File: config.mk
export PLATFORM = sky130hd
export DESIGN_NAME = two_bit_up_flat
export DESIGN_NICKNAME = d
export VERILOG_FILES = /design/src/rtl/two_bit_up_if.sv /design/src/rtl/two_bit_up.sv /design/src/flat_wrapper.sv
export SDC_FILE = /design/constraint.sdc
export NUM_CORES = 1
export LEC_CHECK = 0
export BUFFER_PORTS_ARGS = -buffer_cell sky130_fd_sc_hd__buf_2
export CAP_MARGIN = 0
export CORE_AREA = 2 2 39 41
export CTS_BUF_LIST = sky130_fd_sc_hd__clkbuf_8
export DETAILED_ROUTE_END_ITERATION = 12
export DIE_AREA = 0 0 41 43
export PLACE_DENSITY = 0.3
export SLEW_MARGIN = 10
export SYNTH_ARGS = -nofsm -noshare
export SYNTH_HDL_FRONTEND = slang
export SYNTH_SLANG_ARGS = --single-unit
File: constraint.sdc
create_clock -name clk -period 1.3 [get_ports clk]
set_clock_uncertainty 0.15 [all_clocks]
set_input_delay 0.065 -clock clk [delete_from_list [all_inputs] [get_ports clk]]
set_output_delay 0.065 -clock clk [all_outputs]
set_load 0.01 [all_outputs]
File: src/rtl/two_bit_up_if.sv
// Purpose : bundles the count request and both counter values of two_bit_up.
// Ports   : t (count request, driven by master), a (level count), b (edge count).
// Modports: master drives t and observes a/b; slave (the counter) does the reverse.
interface two_bit_up_if #(
  parameter int WIDTH = 2
);
  logic             t;
  logic [WIDTH-1:0] a;
  logic [WIDTH-1:0] b;

  modport master (
    output t,
    input  a,
    input  b
  );

  modport slave (
    input  t,
    output a,
    output b
  );
endinterface

File: src/rtl/two_bit_up.sv
// Purpose : dual up counter; a counts clock edges with t high, b counts 0->1 edges of t.
// Latency : a and b update on the same rising clk that samples t; no comb path t->a/b.
// Backpr. : none; t is sampled every edge and both counters wrap silently modulo 2**WIDTH.
// Ports   : clk (rising-edge clock), reset (sync, active-high, beats t),
//           bus.t (count request), bus.a (level counter), bus.b (edge counter).
//           {a[0], b[0]} can be formed outside as a debug vector; nothing here uses it.
module two_bit_up #(
  parameter int WIDTH = 2
) (
  input  logic          clk,
  input  logic          reset,
  two_bit_up_if.slave   bus
);

  logic [WIDTH-1:0] a_q;
  logic [WIDTH-1:0] b_q;
  logic             t_q;
  logic [WIDTH-1:0] toggle;
  logic             rise;

  // Synchronous T flip-flop chain: bit i toggles when t is high and every
  // lower bit is already 1, which gives a <= a + t modulo 2**WIDTH.
  assign toggle[0] = bus.t;
  for (genvar i = 1; i < WIDTH; i++) begin : g_tchain
    assign toggle[i] = toggle[i-1] & a_q[i-1];
  end

  always_ff @(posedge clk) begin
    if (reset) begin
      a_q <= '0;
    end else begin
      a_q <= a_q ^ toggle;
    end
  end

  // t_q is cleared by reset, so t already high on the first edge after
  // reset release counts as a rise.
  assign rise = bus.t & ~t_q;

  always_ff @(posedge clk) begin
    if (reset) begin
      t_q <= 1'b0;
      b_q <= '0;
    end else begin
      t_q <= bus.t;
      if (rise) begin
        b_q <= b_q + WIDTH'(1);
      end
    end
  end

  assign bus.a = a_q;
  assign bus.b = b_q;

endmodule

File: src/flat_wrapper.sv
// flat-port wrapper written by rule: the top's interface ports become plain ports
module two_bit_up_flat 
#(
  parameter int WIDTH = 2
)
  (clk, reset, bus_t, bus_a, bus_b);
  two_bit_up_if #(.WIDTH(WIDTH)) bus_i ();
  input  logic clk;
  input  logic reset;
  input wire logic [$bits(bus_i.t)-1:0] bus_t;
  output wire logic [$bits(bus_i.a)-1:0] bus_a;
  output wire logic [$bits(bus_i.b)-1:0] bus_b;
  assign bus_i.t = bus_t;
  assign bus_a = bus_i.a;
  assign bus_b = bus_i.b;
  two_bit_up #(.WIDTH(WIDTH)) u_core (.clk(clk), .reset(reset), .bus(bus_i));
endmodule
# After elaboration in Yosys (flattened, before gate mapping)
# Index checks and enable logic that the tools add are counted.
# classes
bitwise_logic	4
add_sub_neg	1
# ops
operator	count
adder 2 x 1 -> 2 bit, second input constant	1
bitwise AND 1 bit	2
bitwise XOR 2 bit	1
inverter 1 bit	1
# totals
out_inout_bits	4
reg_bits	5
in_bits	3

# Longest topological paths before layout
# Gate-level depths: netlist of the first run.
# depth
depth_word	2
mapped_depth	3

# Least setup slack after synthesis of the first run
# OpenSTA, ideal clock, no wires.
# synth_path
kind	register to register
from	register u_core.a_q[0], in the netlist u_core.bus.a[0]
to	register u_core.a_q[0], in the netlist u_core.bus.a[0]
path_stages_with_launch	3
synth_period_minus_slack_ns	0.978
setup_time_ns	0.114
arrival_time_ns	0.714
slack_ns	0.322
path_buffers	0
cell_sequence	dfxtp_1 > ha_1 > nor2b_1
# synth_between
elab_chain_cells	1
# synth_lines
element	line_no	rtl
start, declared	two_bit_up.sv:15	logic [WIDTH-1:0] a_q;
start signal, assigned	two_bit_up.sv:32	a_q <= a_q ^ toggle;
bitwise XOR 2 bit	two_bit_up.sv:32	
# Every way passes these cells.
# A chain may end at the register's enable or synchronous reset.

# Worst setup path in the final report of the first run
# layout_path
from	input bus_t
to	register u_core.a_q[1], in the netlist u_core.bus.a[1]
# layout_between
elab_chain_cells	2
# layout_lines
element	line_no	rtl
start, declared	flat_wrapper.sv:10	input wire logic [$bits(bus_i.t)-1:0] bus_t;
bitwise AND 1 bit	two_bit_up.sv:25	assign toggle[i] = toggle[i-1] & a_q[i-1];
bitwise XOR 2 bit	two_bit_up.sv:32	
# Every way passes these cells.

==> results of run 1 <==
## area by class of cell
type,instances,area (um^2),area share
clock buffers,3,41.3,0.140
flip-flops and latches,5,100,0.340
well taps,16,20.0,0.0681
multi-input cells,11,78.8,0.268
repair buffers,8,50.0,0.170
clock inverters,1,3.75,0.0128
## critical path: stages
cell and delay (ns):
dlygate4sd3_1 0.53, buf_2 0.15, ha_1 0.19, xnor2_1 0.15, nor2_1 0.05
## metrics by stage
| step | cells | hold slack [ns] |
|---|---|---|
| floorplan | 16 | -0.0134 |
| global placement | 38 | 0.145 |
| detailed placement | 38 | 0.156 |
| CTS | 44 | 0.356 |
| global route | 44 | 0.384 |
| finish | 44 | 0.351 |
## flip-flops by register name, summed over array words and instances (netlist names)
signal        count
u_core.bus.a      2
u_core.t_q        1
u_core.bus.b      2
## power by group through the flow
stage,sequential (W),clock [W],combinational [W]
floorplan,0.000183,0,0.0000227
global placement,0.000178,0,0.0000474
detailed placement,0.000178,0,0.0000485
CTS,0.000177,0.000293,0.0000528
global route,0.000178,0.000308,0.0000573
finish,0.000177,0.000283,0.0000520
## metal layers
metal / wire length (um) / vias up
li1: - / 73
met5: 0 / -
met1: 157 / 65
met2: 133 / 10
met4: 0 / 0
met3: 66 / 0
## final timing paths
check	endpoint	slack [ns]
setup / recovery	u_core.bus.a[1]	0.14
hold / removal	u_core.bus.a[1]	0.35
setup reg to reg	u_core.bus.a[1]	0.33
hold reg to reg	u_core.bus.a[1]	0.35
## cell families (layout without fill, tap and decap cells)
family	count (synthesis)	in the layout
AND/OR/NAND/NOR	7	7
buffers and inverters	0	12
adder cells (fa/ha/maj)	1	1
flip-flops	5	5
XOR/XNOR	3	3
## cell usage after synthesis
| cell type | number |
|---|---|
| xor2_1 | 1 |
| nor2_1 | 3 |
| nor2b_1 | 2 |
| xnor2_1 | 2 |
| dfxtp_1 | 5 |
| ha_1 | 1 |
| and2b_2 | 1 |
| nand3b_1 | 1 |
## timing repair
action	in CTS	in global routing
buffers inserted	0	0
endpoints found under the hold margin	5	0
hold buffers	2	0
==> flow_summary.yaml, run 1 <==
critical_path:
  required_ns: 1.26
  startpoint: "bus_t"
  r2r-start: "u_core.bus.a[0]"
  crit_arrival_ns: 1.12
  endpoint_kind: "register"
  r2r_cells: 3
  start_kind: "input port"
  crit_type: "input port to register"
  crit_fanout: 4
pwr:
  intPower_w: 0.000400
  power_w: 0.000511
  power.density_mw_per_mm2: 1740
  combPwrFrac: 0.102
  p_leak_nw: 0.136
  netSwitchingFraction: 0.218
  p_clk_frac: 0.553
  peakVddDrop_mv: 0.498
  p_sw_w: 0.000112
  p_seq_frac: 0.345
global_routing:
  globalRouteMet2Util: 0.0563
  grtUsageTotal: 0.0562
  grt_pass1_wl_um: 558
  met3_usage: 0.0785
  grt_max_degree: 6
  grt_pass1_vias: 124
  gr-usage-met1: 0.0643
  grt_overflow: 0
  grt.busiest_layer: "met3"
  antenna_found_initial: 0
placement:
  pre_cts_slack_ns: 0.338
  gp_congestion: 0.550
  placed_area_um2: 229
  io_buffer_count: 6
timing:
  post-route-period-util: 0.890
  setup_viol: 0
  fin_tns_setup_ns: 0
  fmax_mhz: 864
  worst_slack_ns: 0.142
  relSlewSlack: 0.921
  rsz0062_at_grt: "no"
  finalMaxSlewViolations: 0
  finalHoldViolations: 0
  layout_min_cycle_time_ns: 1.16
  worst_pin_slew_ns: 0.118
final_layout:
  syn_to_final_growth_pct: 64.3
  fin_util: 0.212
  nets: 33
  drive_above_1_share: 0.357
  final_cell_mix: "6 x buf_2, 5 x dfxtp_1, 3 x nor2_1, 3 x clkbuf_8"
  n_antenna_cell: 0
  num-fill-cells: 151
  fin_area_um2: 294
  layout_commonest_cell: "buf_2"
floorplan:
  initial_core_util: 0.129
  die_w_um: 41
  coreArea_mm2: 0.00138
  boundaryPins: 7
  dieArea_mm2: 0.00176
  die_y_um: 43
  rows: 14
synthesis:
  yosys.area.top_type: "dfxtp_1"
  ys_ff_latch: 5
  synth_cells: 16
  ys_top_cells_by_area: "dfxtp_1 56%, xnor2_1 9.8%, ha_1 7.0%"
  synthMuxAreaShare: 0
  synthXorXnorAreaFrac: 0.147
  synth-seq-area-share: 0.559
  synth-compound-area-share: 0
  synth_top_family_by_area: "simple AND/OR/NAND/NOR gates"
  syn_area_um2: 179
  synth-simple-area-share: 0.224
  synth_cell_type_count: 8
  synth_warnings: 0
  synth_nets: 20
  synth_area_per_cell_um2: 11.2
  synth-adder-area-share: 0.0699
  synth_top_area_share: 0.559
drt:
  via_per_inst: 3.36
  routed_wl_um: 356
  wire_per_inst_um: 8.09
  drt_drc_violations_left: 0
  dr.first_iter.drc_count: 2
  drtAntennaViolNets: 0
  dr.pass1.iters: 2
  vias: 148
clock_network:
  clk_latency_ns: 0.22
  htree_levels: 1
  cts_resized: 0
  cts_sinks: 5
  clk_pin_slew_ns: 0.04
  numCtsBuffers: 3
  cts_tree: "yes"
  ctsRootBufferMaster: "clkbuf_8"
  clock_path_buffers: 2
worst_hold_path:
  hold_depth: 2
  worstHoldStart: "u_core.bus.a[1]"
  hold_path_class: "register to register"
run_status:
  status: "finished clean"
job:
  maxCapViolCount: 0
(Power assumes the default switching activity.)
==> run 2: changes to the inputs <==
==> constraint.sdc (replaced) <==
create_clock -name clk -period 1.3 [get_ports clk]
set_clock_uncertainty 0.15 [all_clocks]
set_input_delay 0.13 -clock clk [delete_from_list [all_inputs] [get_ports clk]]
set_output_delay 0.13 -clock clk [all_outputs]
set_load 0.01 [all_outputs]
==> run 2 against run 1 <==
  * Hold slack got worse by 0.32 ns
  * Final cell count decreased by 2.3%
  * Power decreased by 0.60%
  * Setup slack improved by 0.14 ns
  * Cell area decreased by 3.4%
  * Count of clock-buffer cells in the layout unchanged
  * First-iteration DRC count unchanged
  * Sequential cell count unchanged
  * Sequential power about the same
  * Maximum frequency increased by 14%
  * Register-to-register slack about the same
  * Largest power group unchanged
  * Highest routed layer unchanged
==> flow_summary.yaml, run 2 (synthesis results as in run 1) <==
run_status:
  status: "finished clean"
timing:
  layout_min_cycle_time_ns: 1.01
  rsz0062_at_grt: "no"
  worst_slack_ns: 0.286
  setup_viol: 0
  fin_tns_setup_ns: 0
  fmax_mhz: 986
  relSlewSlack: 0.921
  worst_pin_slew_ns: 0.118
  post-route-period-util: 0.780
  finalMaxSlewViolations: 0
  finalHoldViolations: 0
global_routing:
  grt_pass1_vias: 124
  antenna_found_initial: 0
  grt_overflow: 0
  grt_max_degree: 6
  grtUsageTotal: 0.0552
  grt_pass1_wl_um: 545
floorplan:
  dieArea_mm2: 0.00176
  boundaryPins: 7
  die_y_um: 43
  die_w_um: 41
  initial_core_util: 0.129
  rows: 14
  coreArea_mm2: 0.00138
critical_path:
  required_ns: 1.02
  rrSetupSlack_ns: 0.33
  path_delay_family: "flip-flops"
  crit_type: "register to primary output"
  start_kind: "register"
  worst_r2r_endpoint: "u_core.bus.a[1]"
  endpoint_kind: "primary output"
  path_cells: "buf_2"
  startpoint: "u_core.bus.b[0]"
  crit_fanout: 3
  max_stage_delay_ns: 0.36
  crit_arrival_ns: 0.73
  r2r_cells: 3
  slowest_stage: "dfxtp_1"
  cp_num_buf_inv: 1
  r2r-start: "u_core.bus.a[0]"
placement:
  pre_cts_slack_ns: 0.338
  io_buffer_count: 6
  gp_congestion: 0.550
pwr:
  power.density_mw_per_mm2: 1790
  p_leak_nw: 0.131
  power_w: 0.000508
  peakVddDrop_mv: 0.497
final_layout:
  fin_util: 0.205
  drive_above_1_share: 0.370
  syn_to_final_growth_pct: 58.7
  nets: 32
  num-fill-cells: 151
  final_cell_mix: "6 x buf_2, 5 x dfxtp_1, 3 x nor2_1, 3 x clkbuf_8"
  n_antenna_cell: 0
  layout_commonest_cell: "buf_2"
job:
  maxCapViolCount: 0
clock_network:
  ctsRootBufferMaster: "clkbuf_8"
  htree_levels: 1
  clk_latency_ns: 0.22
  cts_sinks: 5
  cts_tree: "yes"
  numCtsBuffers: 3
  clk_pin_slew_ns: 0.04
  cts_resized: 0
  clock_path_buffers: 2
drt:
  dr.first_iter.drc_count: 2
  via_per_inst: 3.35
  routed_wl_um: 351
  dr.pass1.iters: 2
  drt_drc_violations_left: 0
  drtAntennaViolNets: 0
  vias: 144
  wire_per_inst_um: 8.16
worst_hold_path:
  min_to: "u_core.t_q"
  hold_depth: 2
  hold_path_class: "input port to register"
  worstHoldStart: "bus_t"
==> run 2: cell count changes in the layout (fill, tap and decap cells not counted), sizes merged <==
cell and delta:
dlygate4sd3 -1
==> run 2: layout make-up <==
type / count / area [um^2] / share of cell area
Tap cell: 16 / 20.0 / 0.0705
Timing Repair Buffer: 7 / 40.0 / 0.141
Clock inverter: 1 / 3.75 / 0.0132
Sequential cell: 5 / 100 / 0.352
Multi-Input combinational cell: 11 / 78.8 / 0.278
Clock buffer: 3 / 41.3 / 0.145
==> run 2: stage by stage <==
stage	hold slack [ns]	instances	cell area, um^2
6_report	0.0341	43	284
5_1_grt	0.0660	43	284
4_1_cts	0.0381	43	284
3_5_place_dp	0.221	38	229
3_3_place_gp	0.210	38	229
2_1_floorplan	0.0516	16	179
==> run 2: worst max path at each step <==
| stage | to | slack [ns] | cells past startpoint |
|---|---|---|---|
| 3_3_place_gp | u_core.bus.a[1] | 0.35 | 3 |
| 2_1_floorplan | u_core.bus.a[0] | 0.32 | 2 |
| 5_1_grt | bus_b[0] | 0.26 | 1 |
| 6_report | bus_b[0] | 0.29 | 1 |
| 3_5_place_dp | u_core.bus.a[1] | 0.34 | 3 |
| 4_1_cts | bus_b[0] | 0.28 | 1 |
==> run 2: what timing repair did <==
action                     4_1_cts  5_1_grt
setup endpoints to repair        0        0
hold endpoints to repair         5        0
buffers inserted                 0        0
hold buffers                     1        0
==> run 2: power by group <==
group / internal [W] / switching (W)
logic: 0.0000273 / 0.0000224
clock network: 0.000203 / 0.0000792
registers: 0.000168 / 0.00000890
total: 0.000398 / 0.000111
==> run 2: worst register-to-register path, stage by stage, from the launching register on <==
cell	delay, ns
dfxtp_1	0.31
ha_1	0.21
xnor2_1	0.15
nor2_1	0.05
==> run 2: per-layer routing <==
layer  global-route usage  wire length [um]  vias to the layer above
met1               0.0643               154                       62
li1                     -                 -                       72
met5                    0                 0                        -
met2               0.0531               128                       10
met4               0.0200                 0                        0
met3               0.0785                68                        0
